**config.mk**
```make
export PLATFORM = sky130hd
export DESIGN_NAME = mem_arbiter
export DESIGN_NICKNAME = d
export VERILOG_FILES = /design/src/rtl/mem_arb_pkg.sv /design/src/rtl/mem_latency_counter.sv /design/src/rtl/mem_arbiter.sv
export SDC_FILE = /design/constraint.sdc
export NUM_CORES = 1
export LEC_CHECK = 0
export BUFFER_PORTS_ARGS = -buffer_cell sky130_fd_sc_hd__buf_2
export CORE_ASPECT_RATIO = 0.6
export CORE_MARGIN = 2
export CORE_UTILIZATION = 47
export DETAILED_ROUTE_END_ITERATION = 10
export GPL_TIMING_DRIVEN = 0
export PLACE_DENSITY = 0.78
export SETUP_SLACK_MARGIN = 0.5
export SLEW_MARGIN = 20
export SYNTH_ARGS = -nofsm -noshare
export SYNTH_HDL_FRONTEND = slang
export SYNTH_SLANG_ARGS = --single-unit
```
**constraint.sdc**
```tcl
create_clock -name CLK -period 2 [get_ports CLK]
set_input_delay 0.2 -clock CLK [delete_from_list [all_inputs] [get_ports CLK]]
set_output_delay 0.2 -clock CLK [all_outputs]
set_load 0.01 [all_outputs]
```
**src/rtl/mem_arb_pkg.sv**
```systemverilog
// Shared types and widths for the unified-memory arbiter.
//   arb_state_e : arbiter FSM states
//   CNT_W       : width of the access-latency down-counter
//   WORD_W      : address / data word width
package mem_arb_pkg;

    localparam int CNT_W  = 4;
    localparam int WORD_W = 32;

    typedef enum logic [2:0] {
        IDLE,
        BUSY_I,
        BUSY_D,
        DONE_I,
        DONE_D
    } arb_state_e;

endpackage

```
**src/rtl/mem_latency_counter.sv**
```systemverilog
// Down-counter that times one memory access.
//   clk_i      : clock
//   rst_ni     : asynchronous active-low reset, clears the count
//   load_i     : load load_val_i (takes priority over decrement)
//   load_val_i : value loaded at grant (LATENCY-1)
//   dec_i      : decrement by one; saturates at zero
//   zero_o     : count is zero (last busy cycle)
module mem_latency_counter
    import mem_arb_pkg::*;
(
    input  logic             clk_i,
    input  logic             rst_ni,
    input  logic             load_i,
    input  logic [CNT_W-1:0] load_val_i,
    input  logic             dec_i,
    output logic             zero_o
);

    logic [CNT_W-1:0] cnt_q;
    logic [CNT_W-1:0] cnt_d;

    always_comb begin
        cnt_d = cnt_q;
        if (load_i) begin
            cnt_d = load_val_i;
        end else if (dec_i && (cnt_q != '0)) begin
            cnt_d = cnt_q - CNT_W'(1);
        end
    end

    always_ff @(posedge clk_i or negedge rst_ni) begin
        if (!rst_ni) begin
            cnt_q <= '0;
        end else begin
            cnt_q <= cnt_d;
        end
    end

    assign zero_o = (cnt_q == '0);

endmodule

```
**src/rtl/mem_arbiter.sv**
```systemverilog
// Arbiter for a single-ported, fixed-latency unified memory shared by the
// fetch (I) and memory (D) pipeline stages. Data wins simultaneous requests.
// A granted access always runs to completion and ends with a one-cycle
// Ready pulse carrying the registered read word.
//   CLK, RST_N                 : clock, asynchronous active-low reset
//   IReq/IAddr -> IRD/IReady   : fetch port
//   DReq/DWE/DAddr/DWD -> DRD/DReady : data port
//   StallF, StallM             : request pending and not completing this cycle
//   MemA/MemWD/MemWE <- MemRD  : external memory side
// LATENCY (memory cycles per access) must lie in 1..15.
module mem_arbiter
    import mem_arb_pkg::*;
#(
    parameter int LATENCY = 2
)
(
    input  logic              CLK,
    input  logic              RST_N,
    input  logic              IReq,
    input  logic [WORD_W-1:0] IAddr,
    output logic [WORD_W-1:0] IRD,
    output logic              IReady,
    input  logic              DReq,
    input  logic              DWE,
    input  logic [WORD_W-1:0] DAddr,
    input  logic [WORD_W-1:0] DWD,
    output logic [WORD_W-1:0] DRD,
    output logic              DReady,
    output logic              StallF,
    output logic              StallM,
    output logic [WORD_W-1:0] MemA,
    output logic [WORD_W-1:0] MemWD,
    output logic              MemWE,
    input  logic [WORD_W-1:0] MemRD
);

    localparam logic [CNT_W-1:0] CNT_LOAD = CNT_W'(LATENCY - 1);

    arb_state_e state_q, state_d;

    logic              cnt_load;
    logic              cnt_dec;
    logic              cnt_zero;

    logic [WORD_W-1:0] addr_q, addr_d;
    logic [WORD_W-1:0] wd_q, wd_d;
    logic              we_q, we_d;
    logic [WORD_W-1:0] ird_q, ird_d;
    logic [WORD_W-1:0] drd_q, drd_d;
    logic              iready_q, iready_d;
    logic              dready_q, dready_d;

    mem_latency_counter u_cnt (
        .clk_i      (CLK),
        .rst_ni     (RST_N),
        .load_i     (cnt_load),
        .load_val_i (CNT_LOAD),
        .dec_i      (cnt_dec),
        .zero_o     (cnt_zero)
    );

    always_comb begin
        state_d  = state_q;
        cnt_load = 1'b0;
        cnt_dec  = 1'b0;
        addr_d   = addr_q;
        wd_d     = wd_q;
        we_d     = we_q;
        ird_d    = ird_q;
        drd_d    = drd_q;
        iready_d = 1'b0;
        dready_d = 1'b0;

        unique case (state_q)
            IDLE: begin
                if (DReq) begin
                    state_d  = BUSY_D;
                    cnt_load = 1'b1;
                    addr_d   = DAddr;
                    wd_d     = DWD;
                    we_d     = DWE;
                end else if (IReq) begin
                    // Write data is left untouched so MemWD keeps its last value.
                    state_d  = BUSY_I;
                    cnt_load = 1'b1;
                    addr_d   = IAddr;
                    we_d     = 1'b0;
                end
            end
            BUSY_I: begin
                if (cnt_zero) begin
                    state_d  = DONE_I;
                    ird_d    = MemRD;
                    iready_d = 1'b1;
                end else begin
                    cnt_dec = 1'b1;
                end
            end
            BUSY_D: begin
                if (cnt_zero) begin
                    state_d  = DONE_D;
                    drd_d    = MemRD;
                    dready_d = 1'b1;
                end else begin
                    cnt_dec = 1'b1;
                end
            end
            // The requester may still be high here; returning to IDLE first
            // prevents the same request from being granted twice.
            DONE_I, DONE_D: begin
                state_d = IDLE;
            end
            default: begin
                state_d = IDLE;
            end
        endcase
    end

    always_ff @(posedge CLK or negedge RST_N) begin
        if (!RST_N) begin
            state_q  <= IDLE;
            addr_q   <= '0;
            wd_q     <= '0;
            we_q     <= 1'b0;
            ird_q    <= '0;
            drd_q    <= '0;
            iready_q <= 1'b0;
            dready_q <= 1'b0;
        end else begin
            state_q  <= state_d;
            addr_q   <= addr_d;
            wd_q     <= wd_d;
            we_q     <= we_d;
            ird_q    <= ird_d;
            drd_q    <= drd_d;
            iready_q <= iready_d;
            dready_q <= dready_d;
        end
    end

    // Single write pulse: only on the last busy cycle of a store.
    assign MemWE  = (state_q == BUSY_D) && we_q && cnt_zero;
    assign MemA   = addr_q;
    assign MemWD  = wd_q;
    assign IRD    = ird_q;
    assign DRD    = drd_q;
    assign IReady = iready_q;
    assign DReady = dready_q;
    assign StallF = IReq & ~iready_q;
    assign StallM = DReq & ~dready_q;

endmodule

```
==> results.yml, run 1 <==
synth:
  synth_top_flop_cell: "dfrtp_1"
  yosysUniqueCellTypes: 34
  synthCells: 399
  syn_area_sq_um: 5770
  async_reset_ff_share_pct: 100
  synth_warnings: 0
  syn_nets: 534
  ys_ff_latch: 138
  synth_top_cell_area_share_pct: 59.8
  syn_area_per_cell_sq_um: 14.5
  yosysSeqAreaShare_pct: 59.8
  synth_edf_count: 0
  synth.area.top_cells: "dfrtp_1 60%, mux2_2 13%, mux2_4 7.5%"
  synth_top_area_cell: "dfrtp_1"
setup_path:
  cp_slowest_cell: "dfrtp_1"
  crit_path_end_kind: "flop"
  start_kind: "flop"
  critPathArrivalTime_ps: 2270
  worstPathRequired_ps: 2290
  worstPathCellList: "inv_2 > ha_4 > nor3b_4 > buf_4 > buf_6 > nand3_4 > buf_12 > buf_8 > buf_16 > mux2_2"
  slowest_delay_ps: 390
  crit_type: "flop to flop"
  critPathMaxFanout: 5
sta:
  hold_violations: 0
  layout_worst_path_cycle_share_pct: 98.7
  slew_violations: 0
  skew_ps: 10.3
  setup_viol: 0
  period_needed_ps: 1970
  tightestPinTransition_ps: 830
  grt_setup_unrepaired: "true"
  max_freq_ghz: 0.507
  finalSetupTns_ps: 0
  slew-limit-headroom_pct: 44.7
  worst_slack_ps: 25.9
floorplan:
  pin_count: 266
  core_area_sq_um: 12000
  fp.dieH_um: 89.9
  die_area_sq_um: 13200
  start_util_pct: 48.0
  die_x_um: 147
  num_rows: 31
routing:
  drtIter0Drc: 173
  vias: 4609
  drcViolationCount: 0
  first_pass_iters: 4
  avgRoutedWirePerCell_um: 19.0
  wirelength_um: 17400
  viasPerCell: 5.04
  antenna_left: 0
cts:
  clkSinkCount: 138
  htreeDepth: 4
  cts_root_buffer: "clkbuf_16"
  clockBufferDepth: 2
  worstSkewPairLatency_ps: 410
  clkTransAtPathRegs_ps: 60
  numCtsBuffers: 17
  cts_tree: "yes"
global_routing:
  grt_pass1_wl_um: 26500
  track_usage_pct: 25.6
  grt_overflow: 0
  antenna_found_initial: 0
  grt_max_degree: 75
  first_global_vias: 4899
outcome:
  status: "completed"
finish:
  fin_util_pct: 76.8
  nFillCells: 779
  fin_cells: 914
  register_area_sq_um: 3450
  multiInputGateArea_sq_um: 2480
  syn2layout_area_growth_pct: 60.0
  num-nets-final: 870
  drive_gt1_share_pct: 69.0
job:
  max_cap_violations: 0
worst_hold_path:
  hp-class: "input port to flop"
pwr:
  p_leak_nw: 4.74
  finalPower_mw: 15.9
  p_per_area_nw_per_um2: 1720
  peakVddDrop_mv: 0.704
placed_design:
  place.gp.congestion: 0.798
  dp_hpwl_um: 11300
  dp_slack_ps: 90.3
  io_buffers: 264
  dp.cells: 829
## timing repair
item	CTS	global route
endpoints found under the setup margin	136	136
gates cloned	9	3
buffers inserted	32	7
hold buffers	1	0
endpoints found under the hold margin	73	0
pin swaps	37	8
gates resized for setup	140	81
## placed cells by master (no fill, tap or decap), drive strengths merged
cell	count
mux2	97
xor2	1
nor4	1
a211oi	1
nand4b	1
nor2	5
nor2b	1
a22o	1
nor3	2
dlygate4sd3	1
nand3	3
dfrtp	138
diode	1
bufinv	1
or3	1
clkbuf	31
nor3b	2
or2	1
nand2	1
clkinvlp	4
clkinv	3
ha	2
inv	11
o21ai	67
buf	330
a21o	1
mux2i	37
and2	1
a21oi	2
or3b	1
## kinds of logic (layout without fill, tap and decap cells)
family / Yosys count / in the layout / share of synthesized area, %
flip-flops: 138 / 138 / 59.8
AO/OA/AOI/OAI: 72 / 72 / 6.39
other: 0 / 1 / 0
adder cells (fa/ha/maj): 2 / 2 / 0.433
multiplexers: 134 / 134 / 27.2
buffers and inverters: 32 / 381 / 3.45
AND/OR/NAND/NOR: 20 / 20 / 2.56
XOR/XNOR: 1 / 1 / 0.152
## path summary, 6_finish.rpt
path	depth (start not counted)	start	end	slack, ps
worst min register to register	2	MemA[9]$_DFFE_PN0P_	MemA[9]$_DFFE_PN0P_	500
min in group asynchronous	2	RST_N	MemA[2]$_DFFE_PN0P_	360
worst min-delay path	2	DWD[22]	MemWD[22]$_DFFE_PN0P_	30
worst max-delay path	10	u_cnt.cnt_q[0]$_DFFE_PN0P_	IRD[20]$_DFFE_PN0P_	30
worst max register to register	10	u_cnt.cnt_q[0]$_DFFE_PN0P_	IRD[20]$_DFFE_PN0P_	30
max in group asynchronous	3	RST_N	MemWD[14]$_DFFE_PN0P_	910
## power by group
part / total [mW] / switching [mW] / internal [mW]
combinational: 7.75 / 3.36 / 4.40
sequential: 5.06 / 0.856 / 4.21
clock: 3.07 / 1.26 / 1.81
total: 15.9 / 5.47 / 10.4
## area by class of cell
type,count,share of cell area [%]
repair buffers,317,23.3
clock inverters,13,1.41
diodes,1,0.0271
multi-input cells,229,26.9
flip-flops and latches,138,37.4
inverters,6,0.298
clock buffers,19,4.90
plain buffers,26,3.58
well taps,165,2.23
## registers in the layout (all words and copies together) (netlist names), 3 cells and up
name,flops
u_cnt.cnt_q,4
state_q,3
MemA,32
IRD,32
DRD,32
MemWD,32
## synth_stat cells, drive strengths merged, types with 2 or more instances
library cell / n
dfrtp: 138
mux2: 97
o21ai: 67
mux2i: 37
buf: 16
clkbuf: 10
inv: 6
nor2: 5
nand3: 3
a21oi: 2
ha: 2
nor3: 2
nor3b: 2
## metrics by stage
| step | cell area (sq um) | hold WS, ps |
|---|---|---|
| 6_report | 9240 | 31.5 |
| 5_1_grt | 9240 | 11.6 |
| 4_1_cts | 8820 | 6.70 |
| 3_5_place_dp | 7400 | 204 |
| 3_3_place_gp | 7360 | 436 |
| 2_1_floorplan | 5830 | -95.6 |
## worst max-delay path, delay by kind of cell (launching register included)
kind	cells	cell delay, ps
buffers and inverters	6	740
AND/OR/NAND/NOR	2	320
flip-flops	1	390
multiplexers	1	260
adder cells (fa/ha/maj)	1	140
## per-layer routing
| metal | up-vias | track usage, % | part of all wire (%) | routed length (um) |
|---|---|---|---|---|
| li1 | 2104 | - | - | - |
| met1 | 2327 | 32.0 | 42 | 7320 |
| met2 | 167 | 44.5 | 51 | 8940 |
| met3 | 11 | 6.95 | 6.0 | 1050 |
| met4 | 0 | 6.25 | 0.53 | 92 |
| met5 | - | 0 | 0 | 0 |
(Power assumes the default switching activity.)
==> inputs of run 2 (changes only) <==
- BUFFER_PORTS_ARGS: -buffer_cell sky130_fd_sc_hd__buf_2 -> -buffer_cell sky130_fd_sc_hd__buf_4
- PLACE_DENSITY: 0.78 -> 0.8
==> results.yml, run 2 (synthesis gave the netlist of run 1 again) <==
finish:
  final_cell_mix: "278 x buf_4, 138 x dfrtp_1, 59 x mux2_4"
  final_common_cell: "buf_4"
  num-nets-final: 866
  antenna_cells: 0
  fin_cells: 907
  drive_gt1_share_pct: 69.1
  syn2layout_area_growth_pct: 68.1
routing:
  wirelength_um: 16900
  drtIter0Drc: 152
  vias: 4584
  viasPerCell: 5.05
  avgRoutedWirePerCell_um: 18.7
  antenna_left: 0
  first_pass_iters: 4
  drcViolationCount: 0
global_routing:
  grt_overflow: 0
  top_usage_layer: "met2"
  grtUsageMet2_pct: 43.3
  track_usage_pct: 25.4
  first_global_vias: 4897
  use_met1_pct: 31.8
  gr-usage-met3_pct: 7.87
  antenna_found_initial: 0
  grt_pass1_wl_um: 26300
  grt_max_degree: 72
cts:
  cts_tree: "yes"
  htreeDepth: 4
  worstSkewPairLatency_ps: 410
  clockBufferDepth: 2
  numCtsBuffers: 17
  cts_root_buffer: "clkbuf_16"
  clkTransAtPathRegs_ps: 60
  clkSinkCount: 138
setup_path:
  crit_path_end_kind: "flop"
  critPathMaxFanout: 6
  crit_type: "flop to flop"
  worstPathRequired_ps: 2290
  critPathArrivalTime_ps: 2250
  start_kind: "flop"
sta:
  grt_setup_unrepaired: "true"
  hold_violations: 0
  tightestPinTransition_ps: 828
  whs_ps: 25.5
  setup_viol: 0
  max_freq_ghz: 0.510
  skew_ps: 11.9
  period_needed_ps: 1960
  layout_worst_path_cycle_share_pct: 98.1
  slew_violations: 0
  slew-limit-headroom_pct: 44.6
  finalSetupTns_ps: 0
pwr:
  power_frac_comb_pct: 50.7
  switchingPower_mw: 5.38
  p_leak_nw: 4.86
  p_seq_share_pct: 30.8
  peakVddDrop_mv: 0.970
  swShare_pct: 32.5
  p_per_area_nw_per_um2: 1700
  p_int_mw: 11.2
  power_frac_clock_pct: 18.5
placed_design:
  dp.cells: 829
  place.gp.congestion: 0.820
  io_buffers: 264
  dp_hpwl_um: 11300
floorplan:
  die_area_sq_um: 13200
  fp.dieH_um: 89.9
  pin_count: 266
  start_util_pct: 48.0
  core_area_sq_um: 12000
  num_rows: 31
  die_x_um: 147
outcome:
  status: "completed"
worst_hold_path:
  hp-class: "input port to flop"
job:
  max_cap_violations: 0
[run 2: cell count changes in the layout (fill, tap and decap cells not counted), sizes merged]
cell      before  now
bufbuf         0    2
inv           11    6
diode          1    0
clkinv         3    7
buf          330  326
clkinvlp       4    2
clkbuf        31   29
bufinv         1    2
[run 2: cell type report]
type / count / area, sq um
inverter: 6 / 32.5
clock inverter: 11 / 121
buffer: 26 / 314
fill: 715 / 2320
clock buffer: 19 / 453
multi-input combinational: 229 / 2430
tap: 165 / 206
timing repair buffer: 313 / 2690
sequential: 138 / 3450
[run 2: routing by layer]
metal  share of wire (%)  vias up
li1                    -     2098
met1                  42     2308
met2                  50      160
met3                 7.2       18
met4                 1.0        0
met5                   0        -
[run 2: worst paths after layout]
kind / from / slack (ps) / endpoint / cells after the start
worst max-delay path: u_cnt.cnt_q[0]$_DFFE_PN0P_ / 40 / IRD[23]$_DFFE_PN0P_ / 9
worst min-delay path: DWD[16] / 30 / MemWD[16]$_DFFE_PN0P_ / 2
worst max register to register: u_cnt.cnt_q[0]$_DFFE_PN0P_ / 40 / IRD[23]$_DFFE_PN0P_ / 9
worst min register to register: MemA[19]$_DFFE_PN0P_ / 500 / MemA[19]$_DFFE_PN0P_ / 2
max in group asynchronous: RST_N / 950 / IRD[4]$_DFFE_PN0P_ / 3
min in group asynchronous: RST_N / 320 / MemA[3]$_DFFE_PN0P_ / 2
[run 2: per-stage QoR]
stage                     power [mW]  area (sq um)  worst slack (ps)  utilization [%]
final                           16.5          9710              37.5             80.7
after global routing            17.4          9710             -34.6             80.7
after CTS                       16.0          9400              50.9             78.2
after detailed placement        11.3          8050               115             67.0
after global placement          11.0          8020               155             66.7
after floorplan                 8.15          5830               279                -
[run 2: power groups by stage]
stage	clock (mW)	combinational (mW)	sequential, mW
finish	3.07	8.38	5.10
floorplan	0	2.62	5.53
detailed placement	0	6.26	5.01
global route	3.25	8.88	5.24
global placement	0	6.10	4.90
CTS	3.09	7.87	5.02
[run 2: repair_timing]
action | 4_1_cts | 5_1_grt
setup endpoints to repair | 136 | 136
pin swaps | 32 | 9
gates cloned | 8 | 1
setup buffers | 32 | 6
hold endpoints to repair | 67 | 0
resized for setup | 124 | 77
hold buffers | 1 | 0
[run 2: worst max-delay path, stage by stage (launching register included)]
cell	delay, ps
dfrtp_1	390
inv_2	90
ha_4	140
nor3b_4	230
buf_4	150
buf_6	80
buf_6	90
nand3_4	150
clkbuf_16	220
mux2_4	290
==> inputs of run 3 (changes only) <==
- ABC_AREA: unset -> 1
==> results.yml, run 3 <==
outcome:
  status: "completed"
routing:
  drcViolationCount: 0
  avgRoutedWirePerCell_um: 15.7
  antenna_left: 0
  vias: 5292
  viasPerCell: 4.81
  wirelength_um: 17200
  drtIter0Drc: 273
  first_pass_iters: 5
pwr:
  p_leak_nw: 4.91
  finalPower_mw: 14.9
  p_per_area_nw_per_um2: 1640
  peakVddDrop_mv: 0.818
finish:
  num-nets-final: 1057
  syn2layout_area_growth_pct: 56.0
  final_cell_mix: "276 x buf_4, 159 x nand2_1, 138 x dfrtp_1"
  fin_cells: 1100
  nFillCells: 863
  multiInputGateArea_sq_um: 1960
  register_area_sq_um: 3450
  fin_util_pct: 75.2
  final_common_cell: "buf_4"
  drive_gt1_share_pct: 45.7
  antenna_cells: 0
synth:
  syn_nets: 757
  yosysSeqAreaShare_pct: 59.4
  synth-adder-area-share_pct: 0.430
  synth_edf_count: 0
  synth_top_area_cell: "dfrtp_1"
  synth.area.top_cells: "dfrtp_1 59%, nand2_1 12%, o21ai_1 5.5%"
  synth_top_flop_cell: "dfrtp_1"
  yosysUniqueCellTypes: 24
  synthSimpleGateAreaFrac_pct: 17.5
  synth_warnings: 0
  synth_mux_area_share_pct: 0
  synth_compound_area_share_pct: 12.8
  synth_common_cells: "181 x nand2_1, 138 x dfrtp_1, 75 x inv_1"
  synth-xor-area-share_pct: 0.151
  async_reset_ff_share_pct: 100
  synth.most_common_cell: "nand2_1"
  syn_area_per_cell_sq_um: 9.35
  synth_top_family_by_area: "simple AND/OR/NAND/NOR gates"
  syn_area_sq_um: 5820
  ys_ff_latch: 138
  synthCells: 622
  synth_top_cell_area_share_pct: 59.4
sta:
  skew_ps: 11.1
  setup_viol: 0
  hold_violations: 0
  slew_violations: 0
  tightestPinTransition_ps: 486
  layout_worst_path_cycle_share_pct: 89.3
  slew-limit-headroom_pct: 67.6
  max_freq_ghz: 0.560
  period_needed_ps: 1790
  grt_setup_unrepaired: "true"
  finalSetupTns_ps: 0
floorplan:
  num_rows: 31
  core_area_sq_um: 12100
  start_util_pct: 48.2
  die_x_um: 148
  die_area_sq_um: 13300
  pin_count: 266
  fp.dieH_um: 90.2
placed_design:
  place.gp.congestion: 0.793
  io_buffers: 264
  dp_hpwl_um: 12100
  dp.cells: 1052
job:
  max_cap_violations: 0
global_routing:
  track_usage_pct: 25.1
  grt_overflow: 0
  grt_max_degree: 97
  antenna_found_initial: 0
  grt_pass1_wl_um: 26400
  first_global_vias: 5151
cts:
  cts_tree: "yes"
  worstSkewPairLatency_ps: 410
  numCtsBuffers: 17
  htreeDepth: 4
  clockBufferDepth: 2
  clkTransAtPathRegs_ps: 60
  clkSinkCount: 138
  cts_root_buffer: "clkbuf_16"
worst_hold_path:
  hp-class: "input port to flop"
setup_path:
  crit_type: "flop to output port"
  worstPathRequired_ps: 1800
  crit_path_end_kind: "output port"
  critPathArrivalTime_ps: 1590
  start_kind: "flop"
  critPathMaxFanout: 3
[run 3: cell count changes after synthesis, moves of 31 or more]
cell,before,now
nand2_1,1,181
o21ai_1,2,64
or2_2,1,32
o21ai_0,65,28
mux2i_1,37,0
o211ai_1,0,32
mux2_2,68,0
inv_1,6,75
[run 3: cells by family (layout without fill, tap and decap cells)]
group,after synthesis,in the layout
adders and majority gates,2,2
AOI/OAI and AO/OA,129,129
xor gates and xnor gates,1,1
and+or+nand+nor,237,237
buffers and inverters,115,428
DFF,138,138
[run 3: critical path, cell delays in order (launching register included)]
cell and delay, ps:
dfrtp_1 390, inv_2 90, ha_4 140, nand2_4 50, nor2_4 110, nand2_2 80, buf_8 130, nor2_4 90
buf_6 110
[run 3: stage by stage]
stage	hold slack, ps	setup WS [ps]	instance area, sq um
after floorplan	-95.6	590	5820
after global placement	434	184	8010
after detailed placement	107	355	8040
after CTS	5.90	204	8900
after global routing	10.1	144	9070
final	24.7	214	9070
[run 3: worst paths after layout]
check | start | endpoint | slack, ps | depth (start not counted)
setup / recovery | u_cnt.cnt_q[1]$_DFFE_PN0P_ | MemWE | 210 | 8
hold / removal | IAddr[13] | MemA[13]$_DFFE_PN0P_ | 20 | 3
setup reg to reg | u_cnt.cnt_q[1]$_DFFE_PN0P_ | DRD[10]$_DFFE_PN0P_ | 230 | 12
hold reg to reg | MemA[24]$_DFFE_PN0P_ | MemA[24]$_DFFE_PN0P_ | 480 | 2
max in group asynchronous | RST_N | DRD[30]$_DFFE_PN0P_ | 960 | 3
min in group asynchronous | RST_N | MemWD[8]$_DFFE_PN0P_ | 260 | 2
[run 3: layout make-up]
cell class	count	area share, %
Timing Repair Buffer	281	24.8
Clock buffer	20	5.03
Buffer	35	3.36
Inverter	80	3.31
Sequential cell	138	38.1
Tap cell	165	2.28
Multi-Input combinational cell	369	21.6
Clock inverter	12	1.54
[run 3: power breakdown]
group          total (mW)  internal, mW  switching [mW]
combinational        6.64          3.28            3.36
clock                3.14          1.92            1.23
sequential           5.09          4.19           0.907
total                14.9          9.38            5.50
[run 3: metal layers]
layer | global-route usage, % | up-vias | wire length (um)
li1 | - | 2563 | -
met1 | 34.6 | 2524 | 7310
met2 | 39.3 | 189 | 8330
met3 | 7.41 | 16 | 1370
met4 | 6.01 | 0 | 204
met5 | 0 | - | 0
[run 3: timing repair]
action                                  in CTS  in global routing
endpoints found under the setup margin      56                 63
endpoints found under the hold margin       42                  0
gates resized for setup                     23                 45
hold buffers                                 1                  0
buffers inserted                             8                  4
cloned                                       3                  0
pin swaps                                    3                  1
